$ cat src/rtl/rotate_decoder_pkg.sv
// Shared types and helpers for the rotate decoder: FSM states and minimal-form conversion.
package rotate_decoder_pkg;

    localparam int DEFAULT_WIDTH = 8;

    typedef enum logic [1:0] {
        IDLE   = 2'd0,
        SEARCH = 2'd1,
        DONE   = 2'd2
    } state_t;

    typedef struct packed {
        logic        dir;
        logic [15:0] amt;
    } min_form_t;

    // Half-way rotation ties go to the left so the ALU never sees dir=1 for k==width/2.
    function automatic min_form_t to_minimal(input int unsigned k, input int unsigned width);
        min_form_t m;
        if (k <= width / 2) begin
            m.dir = 1'b0;
            m.amt = 16'(k);
        end else begin
            m.dir = 1'b1;
            m.amt = 16'(width - k);
        end
        return m;
    endfunction

endpackage

$ cat src/rtl/rotate_decoder_rotl1.sv
// Purpose: combinational 1-bit left rotate of a WIDTH-bit word.
// Latency: 0 cycles (pure combinational).
// Backpressure: none; output follows input.
module rotl1 #(
    parameter int WIDTH = 8
) (
    input  logic [WIDTH-1:0] x,
    output logic [WIDTH-1:0] y
);

    assign y = {x[WIDTH-2:0], x[WIDTH-1]};

endmodule

$ cat src/rtl/rotate_decoder.sv
// Purpose: find smallest k with rotl(A,k)==Y; report k raw and as minimal dir/amt.
// Latency: done pulses k+1 cycles after start on a match, WIDTH cycles with no match.
// Backpressure: start ignored while busy; no queuing, caller retries after done.
module rotate_decoder
    import rotate_decoder_pkg::*;
#(
    parameter int  WIDTH = DEFAULT_WIDTH,
    localparam int AMT_W = $clog2(WIDTH)
) (
    input  logic             clk,
    input  logic             rst_n,
    input  logic             start,
    input  logic [WIDTH-1:0] A,
    input  logic [WIDTH-1:0] Y,
    output logic             busy,
    output logic             done,
    output logic             found,
    output logic [AMT_W-1:0] amt_left,
    output logic             dir,
    output logic [AMT_W-1:0] amt
);

    localparam logic [AMT_W-1:0] K_LAST = AMT_W'(WIDTH - 1);

    state_t           state;
    logic [WIDTH-1:0] rot;
    logic [WIDTH-1:0] target;
    logic [WIDTH-1:0] rot_next;
    logic [AMT_W-1:0] k;
    min_form_t        k_min;

    rotl1 #(.WIDTH(WIDTH)) u_rotl1 (
        .x (rot),
        .y (rot_next)
    );

    assign k_min = to_minimal(int'(k), WIDTH);

    always_ff @(posedge clk or negedge rst_n) begin
        if (!rst_n) begin
            state    <= IDLE;
            rot      <= '0;
            target   <= '0;
            k        <= '0;
            busy     <= 1'b0;
            done     <= 1'b0;
            found    <= 1'b0;
            amt_left <= '0;
            dir      <= 1'b0;
            amt      <= '0;
        end else begin
            done <= 1'b0;
            case (state)
                IDLE, DONE: begin
                    if (start) begin
                        rot    <= A;
                        target <= Y;
                        k      <= '0;
                        busy   <= 1'b1;
                        state  <= SEARCH;
                    end else begin
                        state <= IDLE;
                    end
                end
                SEARCH: begin
                    // Checking k before advancing makes the first hit the smallest k.
                    if (rot == target) begin
                        state    <= DONE;
                        busy     <= 1'b0;
                        done     <= 1'b1;
                        found    <= 1'b1;
                        amt_left <= k;
                        dir      <= k_min.dir;
                        amt      <= AMT_W'(k_min.amt);
                    end else if (k == K_LAST) begin
                        state    <= DONE;
                        busy     <= 1'b0;
                        done     <= 1'b1;
                        found    <= 1'b0;
                        amt_left <= '0;
                        dir      <= 1'b0;
                        amt      <= '0;
                    end else begin
                        rot <= rot_next;
                        k   <= k + AMT_W'(1);
                    end
                end
                default: begin
                    state <= IDLE;
                    busy  <= 1'b0;
                end
            endcase
        end
    end

endmodule

$ cat config.mk
export PLATFORM = sky130hd
export DESIGN_NAME = rotate_decoder
export DESIGN_NICKNAME = d
export VERILOG_FILES = /design/src/rtl/rotate_decoder_pkg.sv /design/src/rtl/rotate_decoder_rotl1.sv /design/src/rtl/rotate_decoder.sv
export SDC_FILE = /design/constraint.sdc
export NUM_CORES = 1
export LEC_CHECK = 0
export CORE_ASPECT_RATIO = 0.75
export CORE_MARGIN = 2
export CORE_UTILIZATION = 40
export DETAILED_ROUTE_END_ITERATION = 8
export SKIP_LAST_GASP = 1
export SLEW_MARGIN = 20
export SYNTH_ARGS = -nofsm -noshare
export SYNTH_HDL_FRONTEND = slang
export SYNTH_SLANG_ARGS = --single-unit
$ cat constraint.sdc
create_clock -name clk -period 2.1 [get_ports clk]
set_input_delay 0.21 -clock clk [delete_from_list [all_inputs] [get_ports clk]]
set_output_delay 0.21 -clock clk [all_outputs]
set_load 0.01 [all_outputs]
==> results of run 1 <==
## routing by layer
layer	global-route usage	vias up
met5	0	-
met4	0.105	0
met3	0.0498	9
met2	0.284	69
met1	0.262	662
li1	-	660
## registers in the layout (all words and copies together) (netlist names)
register	count
state	2
found	1
amt	2
rot	8
dir	1
target	8
done	1
amt_left	3
k	3
busy	1
## worst register-to-register path: stages (launching register included)
cell and delay (ns):
dfrtp_1 0.42, ha_1 0.21, ha_1 0.21, nor3b_2 0.36, nor2_1 0.23, a21oi_1 0.19, o211ai_1 0.11
## path summary, 6_finish.rpt
path	end	start	slack, ns	cells past startpoint
setup / recovery	rot[4]	k[1]	0.22	6
hold / removal	done	rst_n	0.31	2
setup reg to reg	rot[4]	k[1]	0.22	6
hold reg to reg	found	found	0.51	2
max in group asynchronous	amt[1]	rst_n	1.50	2
min in group clk	found	found	0.51	2
## placed cells by master, fill, tap and decap left out
cell / synthesis / final
dfrtp_1: 30 / 30
clkdlybuf4s50_1: 0 / 28
nand2_1: 14 / 14
o211ai_1: 14 / 14
a21oi_1: 11 / 11
buf_4: 2 / 9
xnor2_1: 8 / 8
and3_1: 8 / 8
nor4bb_1: 8 / 8
o21ai_0: 8 / 8
mux2_1: 8 / 8
inv_1: 5 / 5
clkbuf_8: 0 / 5
nor2b_1: 4 / 4
nor2_1: 3 / 3
o21ai_1: 3 / 3
nor4_1: 3 / 3
ha_1: 3 / 3
nand4_1: 2 / 2
nand2b_1: 2 / 2
a32o_1: 2 / 2
or4_1: 2 / 2
nand3_1: 2 / 2
and2_1: 2 / 2
a211o_1: 2 / 2
nand3b_1: 2 / 2
clkbuf_1: 7 / 2
or2_1: 1 / 1
nor3b_2: 1 / 1
o32ai_2: 1 / 1
a21bo_1: 1 / 1
a21o_1: 1 / 1
## power by group through the flow
stage	logic, µW	clock network (µW)	registers, µW
after floorplan	1000	0	1010
after global placement	1420	0	1030
final	1460	442	1030
after global routing	1630	478	1070
after detailed placement	1450	0	1040
after CTS	1460	450	1030
## area by class of cell
type / count / area (µm²)
fill: 379 / 1950
tap: 55 / 68.8
clock buffer: 7 / 76.3
timing repair buffer: 37 / 348
multi-input combinational: 116 / 818
sequential: 30 / 751
inverter: 5 / 18.8
## logic make-up after synthesis
logic type / after synthesis / synth area share
AO/OA/AOI/OAI: 43 / 0.173
XOR/XNOR: 8 / 0.0422
adder cells (fa/ha/maj): 3 / 0.0226
buffers and inverters: 20 / 0.0543
flip-flops: 30 / 0.452
multiplexers: 8 / 0.0543
AND/OR/NAND/NOR: 54 / 0.201
## per-stage QoR
step | hold slack, ns | worst slack [ns] | utilization | cell area (µm²)
global route | 0.362 | 0.0540 | 0.516 | 2080
CTS | 0.335 | 0.238 | 0.516 | 2080
detailed placement | 0.498 | 0.251 | 0.498 | 2000
floorplan | -0.0856 | 0.473 | - | 1660
finish | 0.314 | 0.218 | 0.516 | 2080
global placement | 0.489 | 0.315 | 0.498 | 2000
==> flow_summary_export.csv, run 1 <==
group,metric,value,unit
route,drc,0,
worst_setup_path,end_kind,"register",
yosys,synth_top_area_frac,0.452,
global_route,grt_max_degree,31,
yosys,ys_types,31,
floorplan,die_area,4680,µm²
clock_tree,post-cts-setup-buffers,0,
pwr,switchingPower,1170,µW
yosys,synthArstFlopShare,1.00,
floorplan,io_pins,29,
worst_setup_path,crit_slowest_cell,"dfrtp_1",
global_route,antenna_found_initial,0,
min_path,hold_class,"in2async",
global_route,grt_pass1_vias,1389,
place,dp_cells,243,
route,wl_met2,1700,µm
yosys,postSynthNetCount,188,
route,vias_per_cell,5.60,
worst_setup_path,start_kind,"register",
pwr,power,2940,µW
floorplan,placementRows,20,
route,wl_per_cell,15.8,µm
sta,fin_crit_sh,0.896,
finish,final_layout_size_suffix_gt1_frac,0.0821,
yosys,synthTopCellsByCount,"dfrtp_1, nand2_1, o211ai_1",
route,ant_nets,0,
sta,final.setup.tns,0,ns
sta,max_slew.worst_pin.slew,0.613,ns
pwr,p_per_area,1410,nW/µm²
clock_tree,ctsResizeCount,0,
yosys,synth-edff-count,0,
place,place_congestion,0.867,
yosys,ys.flop_type,"dfrtp_1",
clock_tree,numCtsBuffers,5,
pwr,switching_share,0.400,
route,met3_length,302,µm
clock_tree,holdBufCountCts,0,
yosys,yosysMostFrequentCell,"dfrtp_1",
sta,hold_viol_final,0,
yosys,synth_area_per_cell,9.99,µm²
sta,slew_violations,0,
pwr,sequentialPowerShare,0.352,
clock_tree,clkSinkCount,30,
route,vias,1400,
finish,instances_no_fill,250,
clock_tree,htreeDepth,2,
sta,setup_viol,0,
global_route,grt_pass1_wl,6800,µm
pwr,p_int,1760,µW
run_status,status,"finished clean",
worst_setup_path,crit_path_max_incr_delay,0.42,ns
pwr,pwr-share-clk,0.150,
yosys,synthTopCellsByArea,"dfrtp_1, o211ai_1, mux2_1",
clock_tree,clk_pin_slew,0.06,ns
pwr,ir_drop,0.480,mV
route,drtPass1Iterations,4,
worst_setup_path,cp.required,2.24,ns
clock_tree,cts_tree,"yes",
floorplan,core,4030,µm²
place,dp_hpwl,2650,µm
worst_setup_path,crit_type,"reg2reg",
finish,area_delta_synth_final,25.4,%
worst_setup_path,crit_chain,"ha_1, ha_1, nor3b_2, nor2_1, a21oi_1, o211ai_1",
route,wl_met1,1870,µm
yosys,synth_cells,166,
yosys,yosys_warnings,0,
global_route,grt_usage,0.193,
worst_setup_path,cp_top_family,"simple AND/OR/NAND/NOR gates",
worst_setup_path,cp.arrival,2.02,ns
worst_setup_path,cp_max_fo,8,
sta,fmax,531,MHz
yosys,synth_area,1660,µm²
flow_run,cap_violations,0,
floorplan,dieHeight,59.8,µm
finish,nets,217,
finish,antenna_cells,0,
sta,fin_skew,0.00355,ns
clock_tree,clock_latency,0.29,ns
worst_setup_path,cp.buffers_inverters,0,
sta,relSlewSlack,0.590,
place,port_buffers,28,
yosys,synth_top_area_cell,"dfrtp_1",
pwr,combPwrFrac,0.497,
yosys,ys_seq_elements,30,
route,drt-initial-drc-count,150,
global_route,gr-total-overflow,0,
floorplan,start_util,0.412,
pwr,leakagePower,0.000845,µW
route,wl,3960,µm
clock_tree,clockBufferDepth,2,
sta,post-route-min-period,1.88,ns
floorplan,die_w,78.4,µm
yosys,yosysSeqAreaShare,0.452,
worst_setup_path,timing.critical_path.mode_cell,"ha_1",
route,top_layer_used,"met4",
clock_tree,cts_root_buf,"clkbuf_8",
sta,grt_setup_unrepaired,"false",
No activity file was read; power rests on OpenSTA's default activity.
==> run 2, diff against run 1 <==
--- a/config.mk
+++ b/config.mk
@@ -9,6 +9,8 @@
 export CORE_MARGIN = 2
 export CORE_UTILIZATION = 40
 export DETAILED_ROUTE_END_ITERATION = 8
+export GPL_TIMING_DRIVEN = 1
+export SETUP_SLACK_MARGIN = 0.15
 export SKIP_LAST_GASP = 1
 export SLEW_MARGIN = 20
 export SYNTH_ARGS = -nofsm -noshare
==> constraint.sdc (replaced) <==
create_clock -name clk -period 2.35 [get_ports clk]
set_input_delay 0.235 -clock clk [delete_from_list [all_inputs] [get_ports clk]]
set_output_delay 0.235 -clock clk [all_outputs]
set_load 0.01 [all_outputs]
==> flow_summary_export.csv, run 2 (same netlist as run 1, synthesis figures left out) <==
group,metric,value,unit
run_status,status,"finished clean",
global_route,grt_usage,0.183,
clock_tree,holdBufCountCts,0,
pwr,pwr-share-clk,0.148,
global_route,grt_max_degree,31,
pwr,combPwrFrac,0.487,
place,place_congestion,0.883,
finish,area_delta_synth_final,24.4,%
clock_tree,htreeDepth,2,
route,vias_per_cell,5.45,
finish,final_layout_size_suffix_gt1_frac,0.0677,
finish,fin_area,2060,µm²
worst_setup_path,cp.required,2.48,ns
global_route,gr-total-overflow,0,
clock_tree,clockBufferDepth,2,
floorplan,dieHeight,59.8,µm
worst_setup_path,start_kind,"register",
floorplan,start_util,0.412,
place,placed_cell_area,1980,µm²
route,vias,1347,
floorplan,core,4030,µm²
worst_setup_path,rr_startpoint,"k[1]",
pwr,switching_share,0.394,
worst_setup_path,crit_start,"k[1]",
sta,slew_violations,0,
sta,fin_skew,0.00446,ns
route,drtPass1Iterations,4,
clock_tree,numCtsBuffers,5,
place,dp_cells,240,
route,ant_nets,0,
clock_tree,cts_root_buf,"clkbuf_8",
finish,final_common_cell,"dfrtp_1",
sta,post-route-min-period,1.98,ns
global_route,grt_pass1_wl,6460,µm
route,drt-initial-drc-count,159,
pwr,p_per_area,1250,nW/µm²
global_route,grt_pass1_vias,1320,
floorplan,die_w,78.4,µm
finish,instances_no_fill,247,
floorplan,die_area,4680,µm²
clock_tree,clock_latency,0.28,ns
clock_tree,clk_pin_slew,0.06,ns
finish,reg.largest.list,"rot (8), target (8)",
worst_setup_path,cp.arrival,2.12,ns
finish,antenna_cells,0,
sta,grt_setup_unrepaired,"false",
route,wl_per_cell,15.4,µm
clock_tree,cts_tree,"yes",
sta,setup_viol,0,
flow_run,cap_violations,0,
sta,fmax,504,MHz
global_route,antenna_found_initial,0,
sta,hold_viol_final,0,
finish,most-common-layout-cells,"dfrtp_1, clkdlybuf4s50_1, nand2_1, o211ai_1, a21oi_1",
pwr,ir_drop,0.486,mV
place,dp_hpwl,2600,µm
clock_tree,clkSinkCount,30,
min_path,hold_class,"in2async",
route,wl,3810,µm
place,port_buffers,28,
floorplan,placementRows,20,
sta,relSlewSlack,0.592,
sta,fin_crit_sh,0.844,
worst_setup_path,end_kind,"register",
worst_setup_path,cp_max_fo,13,
pwr,leakagePower,0.000832,µW
floorplan,io_pins,29,
pwr,sequentialPowerShare,0.365,
pwr,switchingPower,1020,µW
pwr,p_int,1560,µW
sta,max_slew.worst_pin.slew,0.611,ns
sta,final.setup.tns,0,ns
worst_setup_path,crit_type,"reg2reg",
finish,nets,214,
route,drc,0,
## run 2: changes by cell type in the layout (fill, tap and decap cells not counted), sizes merged
cell,previous run,this run
buf,9,6
## run 2: stage by stage
step | util | hold WS (ns) | worst slack, ns | total power, µW
floorplan | - | -0.0606 | 0.723 | 1800
global placement | 0.492 | 0.486 | 0.433 | 2140
detailed placement | 0.492 | 0.500 | 0.327 | 2190
CTS | 0.511 | 0.369 | 0.315 | 2580
global route | 0.512 | 0.399 | 0.152 | 2800
finish | 0.512 | 0.349 | 0.366 | 2580
## run 2: power groups by stage
stage | Combinational [µW] | Sequential (µW) | Clock [µW]
after global routing | 1400 | 976 | 421
after detailed placement | 1240 | 948 | 0
after floorplan | 894 | 907 | 0
after CTS | 1250 | 940 | 394
after global placement | 1200 | 939 | 0
final | 1260 | 941 | 383
## run 2: what timing repair did
item,CTS,global route
gates resized for setup,0,1
buffers inserted,0,0
endpoints found under the setup margin,0,1
## run 2: final cells by class
| class | instances | area [µm²] |
|---|---|---|
| multi-input cells | 116 | 825 |
| inverters | 5 | 18.8 |
| fillers | 368 | 1960 |
| repair buffers | 34 | 325 |
| flip-flops and latches | 30 | 751 |
| well taps | 55 | 68.8 |
| clock buffers | 7 | 76.3 |
## run 2: path summary, 6_finish.rpt
path                            endpoint  slack (ns)  cells past startpoint
max in group asynchronous         rot[0]        1.70                      2
worst min-delay path                done        0.35                      2
min in group clk                   found        0.51                      2
worst max register to register    rot[1]        0.37                      6
worst max-delay path              rot[1]        0.37                      6
worst min register to register     found        0.51                      2
## run 2: critical path: stages, from the launching register on
cell	delay (ns)
dfrtp_1	0.41
ha_1	0.20
ha_1	0.36
nor3b_4	0.34
nor2_1	0.19
a21oi_1	0.22
o211ai_1	0.11
## run 2: per-layer routing
| metal | global-route usage | vias up | wire, µm |
|---|---|---|---|
| li1 | - | 655 | - |
| met1 | 0.255 | 649 | 1890 |
| met2 | 0.268 | 36 | 1690 |
| met3 | 0.0498 | 7 | 184 |
| met4 | 0.0802 | 0 | 51 |
| met5 | 0 | - | 0 |
==> run 3, diff against run 2 <==
--- a/config.mk
+++ b/config.mk
@@ -10,6 +10,7 @@
 export CORE_UTILIZATION = 40
 export DETAILED_ROUTE_END_ITERATION = 8
 export GPL_TIMING_DRIVEN = 1
+export PLACE_DENSITY = 0.66
 export SETUP_SLACK_MARGIN = 0.15
 export SKIP_LAST_GASP = 1
 export SLEW_MARGIN = 20
==> constraint.sdc (replaced) <==
create_clock -name clk -period 1.8 [get_ports clk]
set_input_delay 0.18 -clock clk [delete_from_list [all_inputs] [get_ports clk]]
set_output_delay 0.18 -clock clk [all_outputs]
set_load 0.01 [all_outputs]
==> flow_summary_export.csv, run 3 (same netlist as run 1, synthesis figures left out) <==
group,metric,value,unit
run_status,status,"finished clean",
floorplan,die_w,78.4,µm
flow_run,cap_violations,0,
clock_tree,clockBufferDepth,2,
finish,antenna_cells,0,
finish,final_layout_size_suffix_gt1_frac,0.237,
sta,fin_crit_sh,0.920,
floorplan,start_util,0.412,
route,vias,1481,
global_route,grt_usage,0.207,
clock_tree,cts_tree,"yes",
global_route,met3_usage,0.0498,
worst_setup_path,reg2reg_to,"dir",
place,place_congestion,0.764,
floorplan,dieHeight,59.8,µm
pwr,sequentialPowerShare,0.292,
finish,reg.largest.list,"rot (8), target (8)",
sta,post-route-min-period,1.66,ns
global_route,grt_max_degree,31,
worst_setup_path,cp.buffers_inverters,1,
clock_tree,clk_pin_slew,0.07,ns
clock_tree,holdBufCountCts,0,
global_route,antenna_found_initial,0,
global_route,grtUsageMet1,0.278,
pwr,ir_drop,0.880,mV
finish,most-common-layout-cells,"dfrtp_1, clkdlybuf4s50_1, buf_4, nand2_1, o211ai_1",
route,wl,4320,µm
clock_tree,clkSinkCount,30,
worst_setup_path,cp_top_family,"simple AND/OR/NAND/NOR gates",
pwr,switchingPower,1540,µW
min_path,hold_class,"in2async",
sta,hold_ws,0.285,ns
pwr,p_int,2540,µW
sta,fin_ws,0.144,ns
worst_setup_path,r2r.worst_path.cells,5,
worst_setup_path,cp_max_fo,4,
finish,nets,236,
worst_setup_path,start_kind,"register",
floorplan,placementRows,20,
pwr,switching_share,0.378,
clock_tree,clock_latency,0.29,ns
global_route,grt_pass1_vias,1476,
floorplan,die_area,4680,µm²
sta,slew_violations,0,
worst_setup_path,end_kind,"register",
route,ant_nets,0,
sta,fmax,604,MHz
clock_tree,cts_root_buf,"clkbuf_8",
worst_setup_path,crit_type,"reg2reg",
pwr,combPwrFrac,0.548,
worst_setup_path,cp.arrival,1.88,ns
route,drc,0,
worst_setup_path,crit_chain,"xnor2_1, nand4_1, buf_6, or4_1, nand3_1",
place,port_buffers,28,
sta,grt_setup_unrepaired,"true",
route,wl_per_cell,16.0,µm
pwr,p_per_area,1700,nW/µm²
pwr,pwr-share-clk,0.160,
place,place_ws,0.0537,ns
sta,fin_skew,0.00775,ns
global_route,gr-total-overflow,0,
floorplan,io_pins,29,
global_route,grt.busiest_layer,"met2",
worst_setup_path,crit_path_max_incr_delay,0.51,ns
place,dp_hpwl,2790,µm
global_route,grt_pass1_wl,7310,µm
route,drt-initial-drc-count,118,
clock_tree,numCtsBuffers,5,
finish,utilization,0.596,
worst_setup_path,cp.required,2.02,ns
pwr,leakagePower,0.000989,µW
floorplan,core,4030,µm²
sta,max_slew.worst_pin.slew,0.525,ns
sta,setup_viol,0,
finish,final_common_cell,"dfrtp_1",
finish,area_delta_synth_final,44.6,%
worst_setup_path,crit_slowest_cell,"or4_1",
finish,fill_cells,340,
clock_tree,htreeDepth,2,
sta,hold_viol_final,0,
worst_setup_path,reg2reg_slack,0.14,ns
global_route,use_met2,0.321,
sta,relSlewSlack,0.649,
sta,final.setup.tns,0,ns
worst_setup_path,rr_startpoint,"rot[3]",
route,vias_per_cell,5.49,
route,drtPass1Iterations,4,
-- run 3: how the worst max path moves through the flow --
stage,end,from,depth (start not counted)
2_1_floorplan,rot[4],k[0],6
3_3_place_gp,rot[7],start,6
3_5_place_dp,rot[5],start,6
4_1_cts,amt[2],target[4],5
5_1_grt,k[0],target[2],6
6_report,dir,rot[3],5
-- run 3: per-layer routing --
metal / vias up / routed length, µm
met5: - / 0
met4: 0 / 130
met3: 13 / 232
met2: 45 / 1920
met1: 721 / 2030
li1: 702 / -
-- run 3: what timing repair did --
item | in CTS | in global routing
cloned | 0 | 0
setup buffers | 9 | 4
setup endpoints to repair | 14 | 16
pin swaps | 4 | 12
gates resized for setup | 5 | 22
-- run 3: power by group through the flow --
stage	sequential, µW	clock [µW]	combinational, µW
2_1_floorplan	1180	0	1170
3_3_place_gp	1200	0	1760
3_5_place_dp	1210	0	1790
4_1_cts	1190	668	2010
5_1_grt	1230	699	2440
6_report	1190	652	2230
-- run 3: cell type report --
cell class | instances | area, µm² | area share
inverter | 5 | 18.8 | 0.00782
multi-input combinational | 116 | 930 | 0.387
clock buffer | 8 | 110 | 0.0459
timing repair buffer | 56 | 522 | 0.217
sequential | 30 | 751 | 0.313
tap | 55 | 68.8 | 0.0287
-- run 3: metrics by stage --
step | cells | total power, µW | area (µm²)
final | 270 | 4080 | 2400
after CTS | 266 | 3870 | 2270
after global placement | 249 | 2960 | 2060
after floorplan | 166 | 2350 | 1660
after global routing | 270 | 4370 | 2400
after detailed placement | 249 | 3000 | 2060
-- run 3: worst reg2reg max path, delay by kind of cell, from the launching register on --
kind	cells	cell delay, ns
simple gates	3	0.81
buf+inv	1	0.20
flops	1	0.43
xor+xnor	1	0.16
